**src/rtl/flash_rdseq_pkg.sv**
```systemverilog
`default_nettype none
// ============================================================================
// Module : flash_pkg
// Brief  : Shared command codes, format encodings and FSM states for the
//          SPI flash read sequencer.
// Rev    : 1.0
// ============================================================================
package flash_pkg;

    localparam logic [7:0] CMD_FAST_READ = 8'h0B;
    localparam logic [7:0] CMD_STATUS    = 8'h05;

    localparam logic [2:0] FMT_IDLE = 3'b000;
    localparam logic [2:0] FMT_SDR  = 3'b001;

    typedef enum logic [3:0] {
        ST_IDLE  = 4'd0,
        ST_CMD   = 4'd1,
        ST_ADDR  = 4'd2,
        ST_DUMMY = 4'd3,
        ST_DATA  = 4'd4,
        ST_CAPT  = 4'd5,
        ST_HOLD  = 4'd6,
        ST_CSOFF = 4'd7,
        ST_FIN   = 4'd8
    } state_e;

endpackage
`default_nettype wire

```
**src/rtl/flash_rdseq_if.sv**
```systemverilog
`default_nettype none
// ============================================================================
// Module : flash_rdseq_if
// Brief  : Byte-level SPI flash port (strobe/ready with CS# format control).
// Rev    : 1.0
// ============================================================================
interface flash_rdseq_if;

    logic       f_ready;
    logic       f_wr;
    logic [7:0] f_din;
    logic [2:0] f_format;
    logic [3:0] f_prescale;
    logic [7:0] f_dout;

    modport master (
        input  f_ready,
        input  f_dout,
        output f_wr,
        output f_din,
        output f_format,
        output f_prescale
    );

    modport slave (
        output f_ready,
        output f_dout,
        input  f_wr,
        input  f_din,
        input  f_format,
        input  f_prescale
    );

endinterface
`default_nettype wire

```
**src/rtl/flash_rdseq.sv**
```systemverilog
`default_nettype none
// ============================================================================
// Module : flash_rdseq
// Brief  : Turns one request into a fast-read (0x0B) stream or a read-status
//          (0x05) byte sequence on the byte-level SPI flash port.
// Rev    : 1.0
// ============================================================================
module flash_rdseq
    import flash_pkg::*;
#(
    parameter logic [2:0]  FMT_ACTIVE  = FMT_SDR,
    parameter logic [3:0]  PRESCALE    = 4'd0,
    parameter int unsigned DUMMY_BYTES = 1
) (
    input  wire logic        clk,
    input  wire logic        arstn,
    input  wire logic        start,
    input  wire logic        op,
    input  wire logic [23:0] addr,
    input  wire logic [15:0] count,
    output logic             busy,
    output logic             done,
    output logic [7:0]       status,
    output logic [7:0]       o_data,
    output logic             o_valid,
    input  wire logic        o_ready,
    flash_rdseq_if.master    fl
);

    state_e      state_q, state_d;
    logic        busy_q, busy_d;
    logic        done_q, done_d;
    logic [7:0]  status_q, status_d;
    logic [7:0]  o_data_q, o_data_d;
    logic        o_valid_q, o_valid_d;
    logic        f_wr_q, f_wr_d;
    logic [7:0]  f_din_q, f_din_d;
    logic [2:0]  f_format_q, f_format_d;
    logic        op_q, op_d;
    logic [23:0] addr_q, addr_d;
    logic [15:0] remaining_q, remaining_d;
    logic [1:0]  byte_idx_q, byte_idx_d;
    logic [1:0]  dummy_cnt_q, dummy_cnt_d;

    // A byte slot exists when the port is ready and no strobe was issued last
    // cycle; the same guard hides the stale ready seen right after a strobe.
    logic slot;
    logic room;
    assign slot = fl.f_ready & ~f_wr_q;
    assign room = ~o_valid_q | o_ready;

    always_comb begin
        state_d     = state_q;
        busy_d      = busy_q;
        done_d      = 1'b0;
        status_d    = status_q;
        o_data_d    = o_data_q;
        o_valid_d   = o_valid_q & ~o_ready;
        f_wr_d      = 1'b0;
        f_din_d     = f_din_q;
        f_format_d  = f_format_q;
        op_d        = op_q;
        addr_d      = addr_q;
        remaining_d = remaining_q;
        byte_idx_d  = byte_idx_q;
        dummy_cnt_d = dummy_cnt_q;

        case (state_q)
            ST_IDLE: begin
                if (start) begin
                    busy_d      = 1'b1;
                    op_d        = op;
                    addr_d      = addr;
                    remaining_d = count;
                    byte_idx_d  = 2'd0;
                    dummy_cnt_d = 2'd0;
                    state_d     = (count == 16'd0 && !op) ? ST_FIN : ST_CMD;
                end
            end
            ST_CMD: begin
                if (slot) begin
                    f_wr_d     = 1'b1;
                    f_din_d    = op_q ? CMD_STATUS : CMD_FAST_READ;
                    f_format_d = FMT_ACTIVE;
                    state_d    = op_q ? ST_DATA : ST_ADDR;
                end
            end
            ST_ADDR: begin
                if (slot) begin
                    f_wr_d = 1'b1;
                    case (byte_idx_q)
                        2'd0:    f_din_d = addr_q[23:16];
                        2'd1:    f_din_d = addr_q[15:8];
                        default: f_din_d = addr_q[7:0];
                    endcase
                    byte_idx_d = byte_idx_q + 2'd1;
                    if (byte_idx_q == 2'd2) begin
                        state_d = (DUMMY_BYTES == 0) ? ST_DATA : ST_DUMMY;
                    end
                end
            end
            ST_DUMMY: begin
                if (slot) begin
                    f_wr_d      = 1'b1;
                    f_din_d     = 8'h00;
                    dummy_cnt_d = dummy_cnt_q + 2'd1;
                    if (dummy_cnt_q == 2'(DUMMY_BYTES - 1)) begin
                        state_d = ST_DATA;
                    end
                end
            end
            ST_DATA: begin
                // Fast-read only clocks a new byte in once the holding register frees up.
                if (slot && (op_q || room)) begin
                    f_wr_d  = 1'b1;
                    f_din_d = 8'h00;
                    state_d = ST_CAPT;
                end
            end
            ST_CAPT: begin
                if (slot) begin
                    if (op_q) begin
                        status_d = fl.f_dout;
                        state_d  = ST_CSOFF;
                    end else begin
                        o_data_d    = fl.f_dout;
                        o_valid_d   = 1'b1;
                        remaining_d = remaining_q - 16'd1;
                        state_d     = (remaining_q == 16'd1) ? ST_CSOFF : ST_HOLD;
                    end
                end
            end
            ST_HOLD: begin
                if (room) begin
                    state_d = ST_DATA;
                end
            end
            ST_CSOFF: begin
                if (slot) begin
                    f_wr_d     = 1'b1;
                    f_din_d    = 8'h00;
                    f_format_d = FMT_IDLE;
                    state_d    = ST_FIN;
                end
            end
            ST_FIN: begin
                if (slot) begin
                    done_d  = 1'b1;
                    busy_d  = 1'b0;
                    state_d = ST_IDLE;
                end
            end
            default: state_d = ST_IDLE;
        endcase
    end

    always_ff @(posedge clk or negedge arstn) begin
        if (!arstn) begin
            state_q     <= ST_IDLE;
            busy_q      <= 1'b0;
            done_q      <= 1'b0;
            status_q    <= 8'h00;
            o_data_q    <= 8'h00;
            o_valid_q   <= 1'b0;
            f_wr_q      <= 1'b0;
            f_din_q     <= 8'h00;
            f_format_q  <= FMT_IDLE;
            op_q        <= 1'b0;
            addr_q      <= 24'h0;
            remaining_q <= 16'h0;
            byte_idx_q  <= 2'd0;
            dummy_cnt_q <= 2'd0;
        end else begin
            state_q     <= state_d;
            busy_q      <= busy_d;
            done_q      <= done_d;
            status_q    <= status_d;
            o_data_q    <= o_data_d;
            o_valid_q   <= o_valid_d;
            f_wr_q      <= f_wr_d;
            f_din_q     <= f_din_d;
            f_format_q  <= f_format_d;
            op_q        <= op_d;
            addr_q      <= addr_d;
            remaining_q <= remaining_d;
            byte_idx_q  <= byte_idx_d;
            dummy_cnt_q <= dummy_cnt_d;
        end
    end

    assign busy          = busy_q;
    assign done          = done_q;
    assign status        = status_q;
    assign o_data        = o_data_q;
    assign o_valid       = o_valid_q;
    assign fl.f_wr       = f_wr_q;
    assign fl.f_din      = f_din_q;
    assign fl.f_format   = f_format_q;
    assign fl.f_prescale = PRESCALE;

endmodule
`default_nettype wire

```
**src/flat_wrapper.sv**
```systemverilog
// flat-port wrapper written by rule: the top's interface ports become plain ports
module flash_rdseq_flat import flash_pkg::*;
#(
    parameter logic [2:0]  FMT_ACTIVE  = FMT_SDR,
    parameter logic [3:0]  PRESCALE    = 4'd0,
    parameter int unsigned DUMMY_BYTES = 1
)
  (clk, arstn, start, op, addr, count, busy, done, status, o_data, o_valid, o_ready, fl_f_ready, fl_f_dout, fl_f_wr, fl_f_din, fl_f_format, fl_f_prescale);
  flash_rdseq_if fl_i ();
  input  wire logic clk;
  input  wire logic arstn;
  input  wire logic start;
  input  wire logic op;
  input  wire logic [23:0] addr;
  input  wire logic [15:0] count;
  output logic busy;
  output logic done;
  output logic [7:0] status;
  output logic [7:0] o_data;
  output logic o_valid;
  input  wire logic o_ready;
  input wire logic [$bits(fl_i.f_ready)-1:0] fl_f_ready;
  input wire logic [$bits(fl_i.f_dout)-1:0] fl_f_dout;
  output wire logic [$bits(fl_i.f_wr)-1:0] fl_f_wr;
  output wire logic [$bits(fl_i.f_din)-1:0] fl_f_din;
  output wire logic [$bits(fl_i.f_format)-1:0] fl_f_format;
  output wire logic [$bits(fl_i.f_prescale)-1:0] fl_f_prescale;
  assign fl_i.f_ready = fl_f_ready;
  assign fl_i.f_dout = fl_f_dout;
  assign fl_f_wr = fl_i.f_wr;
  assign fl_f_din = fl_i.f_din;
  assign fl_f_format = fl_i.f_format;
  assign fl_f_prescale = fl_i.f_prescale;
  flash_rdseq #(.FMT_ACTIVE(FMT_ACTIVE), .PRESCALE(PRESCALE), .DUMMY_BYTES(DUMMY_BYTES)) u_core (.clk(clk), .arstn(arstn), .start(start), .op(op), .addr(addr), .count(count), .busy(busy), .done(done), .status(status), .o_data(o_data), .o_valid(o_valid), .o_ready(o_ready), .fl(fl_i));
endmodule
```
**config.mk**
```make
export PLATFORM = sky130hd
export DESIGN_NAME = flash_rdseq_flat
export DESIGN_NICKNAME = d
export VERILOG_FILES = /design/src/rtl/flash_rdseq_pkg.sv /design/src/rtl/flash_rdseq_if.sv /design/src/rtl/flash_rdseq.sv /design/src/flat_wrapper.sv
export SDC_FILE = /design/constraint.sdc
export NUM_CORES = 1
export LEC_CHECK = 0
export ABC_AREA = 1
export CORE_UTILIZATION = 50
export DETAILED_ROUTE_END_ITERATION = 10
export GPL_ROUTABILITY_DRIVEN = 0
export MAX_ROUTING_LAYER = met4
export PLACE_DENSITY = 0.79
export SETUP_SLACK_MARGIN = 0.05
export SKIP_LAST_GASP = 1
export SLEW_MARGIN = 25
export SYNTH_ARGS = -nofsm -noshare
export SYNTH_HDL_FRONTEND = slang
export SYNTH_SLANG_ARGS = --single-unit
```
**constraint.sdc**
```tcl
create_clock -name clk -period 1.5 [get_ports clk]
set_input_delay 0.15 -clock clk [delete_from_list [all_inputs] [get_ports clk]]
set_output_delay 0.15 -clock clk [all_outputs]
set_load 0.01 [all_outputs]
```
==> metrics <==
gr usage total=0.2793; total of max-cap violations=0; CP Data Required Time=1790 ps; crit path buf inv count=2; initial core utilization=0.5223; area leader, netlist=dfrtp_1; die height=92.31 um; Die Width=92.31 um; reg-to-reg critical path endpoint=u_core.state_q[0]; DR vias=4165; Slew Viols, Final=0; DP Cell Count=754; Post-Synth Simple-Gate Area=0.3145; global-route wire length before repair=18130 um; clk buf depth=2; placed wire-length estimate=7737 um; cell row count=32; post-synthesis xor/xnor area fraction=0.008592; CP Data Arrival Time=1830 ps; Final period util=1.027; initial antenna violation count=0; global route overflow=0; share of cells above drive strength 1=0.1781; register area=1956 um2; final core occ=0.7429; CTS sink cnt=78; R2R depth=7; worst hold-check path type=primary input to asynchronous set/reset pin; Avg Cell Area, Syn=7.441 um2; total wire length=11620 um; post-synthesis sequential area ratio=0.4787; distinct cell type count after synthesis=30; IO Port Bufs=82; unrepaired setup endpoints after global routing=true; Num CTS Buffers=9; Crit path top cell by count=nand2_1; Area contributors post-synth=dfrtp_1 (48%), nand2_1 (18%), nor2_1 (5.7%); Die Area=8520 um2; Final Worst Setup Slack=-40.07 ps; Hold Fails Final Rpt=0; endpoints failing setup=15; Clock Tree Root=clkbuf_8; vias per cell=5.292; Synth top area share=0.4787; achievable frequency=649.3 MHz; most common cell after layout, fill and taps aside=nand2_1; CTS tree=built; Setup CP Type=flip-flop to flip-flop; largest net degree at the start of global routing=37; critical path's top delay family=simple AND/OR/NAND/NOR gates; pre-CTS WS=-83.85 ps; critical path's slowest cell=dfrtp_2; CP max stage delay=470 ps; vias in the first global route=4003; register-to-register setup slack=-40 ps; clock slew at reported path FFs=90 ps; TritonRoute pass-1 iters=6; fillers=601; Layout area overhead=42.25%; failing checks=setup timing; post-synthesis compound-gate area fraction=0.1000; Yosys warning total=0; VDD IR max=0.0007889 V; routed len/inst=14.77 um; P_leak=2.851 nW; Routed Antenna Nets=0; largest family of logic cells by synthesized area=simple AND/OR/NAND/NOR gates; htree depth=3; Final Critical Period=1540 ps; hold slack=253.9 ps; number of top-level pins=89; drt drc=0; reg2reg start=u_core.state_q[3]; Core Region=7807 um2; Nets=740; Critical Path Source Type=flip-flop; Mapped Cells=548; Adder-Cell Fraction of Synth Area=0.01841; final cell count without fillers=787; post-synthesis mux area share=0; CP cell instances=buf_4, nor3_4, buf_4, nand2_1, nand4_1, nand2_1, nand2_1; status=finished, violations left; Multi-input gate area=1951 um2; #FFs+latches synth=78; post-synthesis cell area=4078 um2; critical path peak fanout=5; initial drt markers=252; Setup crit end kind=flip-flop; P per Cell Area=1971 nW/um2; Clk Latency, worst-skew pair=350 ps; Fin Clk Skew=17.56 ps; most frequent cells in the layout=nand2_1 (189), clkdlybuf4s50_1 (77), dfrtp_1 (75), nor2_1 (50), inv_1 (45); antenna cell count=0
[repair_timing]
action | 4_1_cts | 5_1_grt
setup buffers | 6 | 6
pin swaps | 3 | 6
hold endpoints to repair | 25 | 0
endpoints found under the setup margin | 59 | 78
hold buffers | 1 | 0
gates resized for setup | 17 | 56
gates cloned | 1 | 3
[through the flow]
stage	power [W]	instance area (um2)	TNS, ps
after floorplan	0.006617	4096	0
after detailed placement	0.008758	5253	-1193
after global placement	0.008556	5253	-558.3
final	0.01143	5801	-289.3
after global routing	0.01225	5801	-2141
after CTS	0.01078	5575	0
[report_power, final]
group	switching [W]	internal (W)
Combinational	0.00331	0.00267
Sequential	0.000685	0.00304
Clock	0.000790	0.000943
Total	0.00479	0.00665
[how the worst max path moves through the flow]
stage | cells after the start | endpoint | from | slack, ps
after floorplan | 9 | u_core.remaining_q[11] | u_core.state_q[3] | 120
after global placement | 10 | u_core.state_q[3] | fl_f_ready | -60
after detailed placement | 9 | u_core.remaining_q[6] | fl_f_ready | -80
after CTS | 9 | u_core.remaining_q[6] | u_core.state_q[2] | 40
after global routing | 10 | u_core.fl.f_din[2] | u_core.state_q[0] | -110
final | 7 | u_core.state_q[0] | u_core.state_q[3] | -40
[cells by family (layout without fill, tap and decap cells)]
kind of cell / Yosys count / in the layout
and+or+nand+nor: 308 / 309
AOI/OAI and AO/OA: 78 / 78
DFF: 78 / 78
buffers and inverters: 73 / 204
adders and majority gates: 6 / 6
xor gates and xnor gates: 4 / 4
other: 1 / 6
[synthesized netlist by cell type]
master    number
a21oi_1       10
xor2_1         2
buf_4          8
clkbuf_1       1
nand4_1        5
nand2_1      195
inv_1         49
ha_1           6
xnor2_1        2
conb_1         1
nand3b_1       4
nand2_2        3
o21ai_1       20
buf_2          8
o22ai_1        1
buf_6          1
inv_2          6
nor3_2         1
nor3_1         2
o211ai_1       5
dfrtp_1       78
nand3_1       25
or2_2          2
nand3_2        1
nor2_1        62
nand2_4        2
nor2_4         2
nor2_2         4
o21ai_0       41
o221ai_1       1
[cell type report]
class | count | area share
clock buffer | 11 | 0.02265
timing repair buffer | 133 | 0.2280
multi-input combinational | 403 | 0.3363
sequential | 78 | 0.3371
inverter | 55 | 0.03991
tap | 102 | 0.02200
clock inverter | 5 | 0.01402
[worst register-to-register path, cell delays in order, from the launching register on]
cell,delay (ps)
dfrtp_2,470
buf_4,170
nor3_4,240
buf_4,170
nand2_1,90
nand4_1,190
nand2_1,90
nand2_1,70
[sequential cells by signal, summed over array words and instances (netlist names)]
| register | flops |
|---|---|
| u_core.remaining_q | 16 |
| u_core.addr_q | 24 |
| u_core.op_q | 1 |
| u_core.state_q | 4 |
| u_core.byte_idx_q | 2 |
| u_core.fl.f_din | 8 |
| u_core.fl.f_wr | 1 |
| u_core.o_data | 8 |
| u_core.fl.f_format | 1 |
| u_core.dummy_cnt_q | 2 |
| u_core.busy | 1 |
| u_core.status | 8 |
| u_core.done | 1 |
| u_core.o_valid | 1 |
[metal layers]
metal	part of all wire	GRT usage	vias up
met5	0	-	-
met2	0.50	0.4574	197
li1	-	-	1980
met4	0.029	0.1224	0
met1	0.41	0.3440	1947
met3	0.066	0.04351	41
Note: power is estimated with default switching activity, not from simulation.
==> variant: new RTL, same flow settings <==
Encoding of `state_e`: now one-hot (9 bits for 9 states).
--- a/src/rtl/flash_rdseq_pkg.sv
+++ b/src/rtl/flash_rdseq_pkg.sv
@@ -14,14 +14,14 @@
     localparam logic [2:0] FMT_SDR  = 3'b001;
 
-    typedef enum logic [3:0] {
-        ST_IDLE  = 4'd0,
-        ST_CMD   = 4'd1,
-        ST_ADDR  = 4'd2,
-        ST_DUMMY = 4'd3,
-        ST_DATA  = 4'd4,
-        ST_CAPT  = 4'd5,
-        ST_HOLD  = 4'd6,
-        ST_CSOFF = 4'd7,
-        ST_FIN   = 4'd8
+    typedef enum logic [8:0] {
+        ST_IDLE  = 9'b000000001,
+        ST_CMD   = 9'b000000010,
+        ST_ADDR  = 9'b000000100,
+        ST_DUMMY = 9'b000001000,
+        ST_DATA  = 9'b000010000,
+        ST_CAPT  = 9'b000100000,
+        ST_HOLD  = 9'b001000000,
+        ST_CSOFF = 9'b010000000,
+        ST_FIN   = 9'b100000000
     } state_e;
 
Behaviour: no difference found for any inputs over 10 cycles, from zero or initial values and one cycle with arstn low; not proved beyond that.
==> variant against the original RTL <==
The run still ends with setup timing left. Utilization increased by 3.2 points. Area after synthesis increased by 15%. First-iteration DRC count increased by 54%. Power increased by 14%. Sequential share of layout area decreased by 3.5 points. Worst setup slack got worse by 0.20 ns. Clock skew decreased by 0.0016 ns. Combinational power increased by 22%. Cell area increased by 19%. Non-clock buffer count increased by 35. Routed wire length increased by 28%. Sequential cell count increased by 5. Count of clock-buffer cells in the layout decreased by 2. Largest power group unchanged.
==> variant: results (changes against the original RTL) <==
| Metric | Value |
|---|---|
| Status | finished with violations |
| Failing checks | setup timing |
| Vias | 5003 (+20%) |
| Syn Inst Count | 630 (+15%) |
| Setup violators final | 75 (+60) |
| Number of DRC markers in iteration 0 | 388 (+54%) |
| Largest net degree at the start of global routing | 51 (+38%) |
| Worst-path fanout max | 4 (-1) |
| Worst min-delay path class | in2async |
| Peak VDD IR | 1008 uV (+28%) |
| Commonest cells in the netlist | nand2_1, nor2_1, dfrtp_1 |
| Compound-Gate Fraction of Synth Area | 0.1124 (+0.01241) |
| Yosys cell types | 38 (+27%) |
| Clock latency on the worst-skew pair | 0.37 ns (+0.02 ns) |
| Post-synthesis mux area share | 0.004796 (+0.004796) |
| Total wire length | 14830 um (+28%) |
| Largest registers | u_core.addr_q (24), u_core.remaining_q (16), u_core.state_q (9) |
| CP Launch Type | flop |
| Crit path DAT | 2.05 ns (+0.22 ns) |
| Setup TNS | -10.07 ns (-9.776 ns) |
| Vias in the first global route | 4948 (+24%) |
| Post-Synth Adder-Cell Area | 0.01599 (-0.002423) |
| Yosys warns | 0 (unchanged) |
| Leakage power | 3.727 nW (+31%) |
| Most instantiated library cell after synthesis | nand2_1 |
| R2R Path Start | u_core.state_q[1]$_DFFE_PN0P_ |
| Inst Count DP | 877 (+16%) |
| Vias per inst | 5.504 (+4.0%) |
| Synth top area cells | dfrtp_1, nand2_1, nor2_1, inv_1, o21ai_0 |
| Pre-CTS WS | -0.2313 ns (-0.1475 ns) |
| Xor and xnor area share after synthesis | 0.01492 (+0.006330) |
| Gr usage total | 0.3091 (+0.02972) |
| Switching share of total power | 0.4381 (+0.01950) |
| Drt first pass iters | 5 (-1) |
| CTS buffer count | 9 (unchanged) |
| First-pass GRT wire length | 22940 um (+27%) |
| Maxcap violations | 0 (unchanged) |
| Final nets | 856 (+16%) |
| Share of cells above drive strength 1 | 0.2534 (+0.07533) |
| Register area share after synthesis | 0.4426 (-0.03610) |
| DP Wirelength | 9816 um (+27%) |
| Reg2Reg Depth | 9 (+2) |
| Final hold slack | 0.1274 ns (-0.1265 ns) |
| Skew final | 0.01595 ns (-0.001608 ns) |
| Setup WS post-layout | -0.2423 ns (-0.2022 ns) |
-- variant: per-layer routing --
layer / GRT usage / share of wire
met5: - / 0
met4: 0.1493 / 0.049
met2: 0.5008 / 0.48
met1: 0.3689 / 0.39
met3: 0.06312 / 0.079
-- variant: final cells by class --
cell class                 count  area, sq um
clock buffer                   9        123.9
timing repair buffer         168         1622
tap                          108        135.1
fill                         564         1999
inverter                      79        306.5
multi-input combinational    455         2499
clock inverter                 7        122.6
sequential                    83         2083
-- variant: path summary, 6_finish.rpt --
kind	endpoint
max in group asynchronous	u_core.state_q[0]$_DFFE_PN1P_
worst min-delay path	u_core.o_data[6]$_DFFE_PN0P_
worst max-delay path	u_core.remaining_q[15]$_DFFE_PN0P_
worst min register to register	u_core.dummy_cnt_q[1]$_DFFE_PN0P_
worst max register to register	u_core.remaining_q[15]$_DFFE_PN0P_
min in group clk	u_core.status[4]$_DFFE_PN0P_
-- variant: power by group through the flow --
stage	clock network, mW	logic (mW)	registers (mW)
3_5_place_dp	0	6.33	3.70
6_report	2.03	7.31	3.70
2_1_floorplan	0	3.65	3.71
3_3_place_gp	0	6.07	3.66
5_1_grt	2.13	7.94	3.77
4_1_cts	2.01	6.83	3.68
-- variant: stage by stage --
stage	util	total power [mW]	cell area (sq um)
2_1_floorplan	-	7.359	4795
3_3_place_gp	0.6983	9.725	6208
3_5_place_dp	0.6983	10.02	6208
4_1_cts	0.7522	12.52	6688
5_1_grt	0.7751	13.84	6892
6_report	0.7751	13.04	6892
-- variant: timing repair --
action                                  4_1_cts  5_1_grt
endpoints found under the setup margin       82      103
hold buffers                                  1        0
gates resized for setup                      50       63
pin swaps                                    16       23
hold endpoints to repair                     82        0
cloned                                        1        1
setup buffers                                11        2
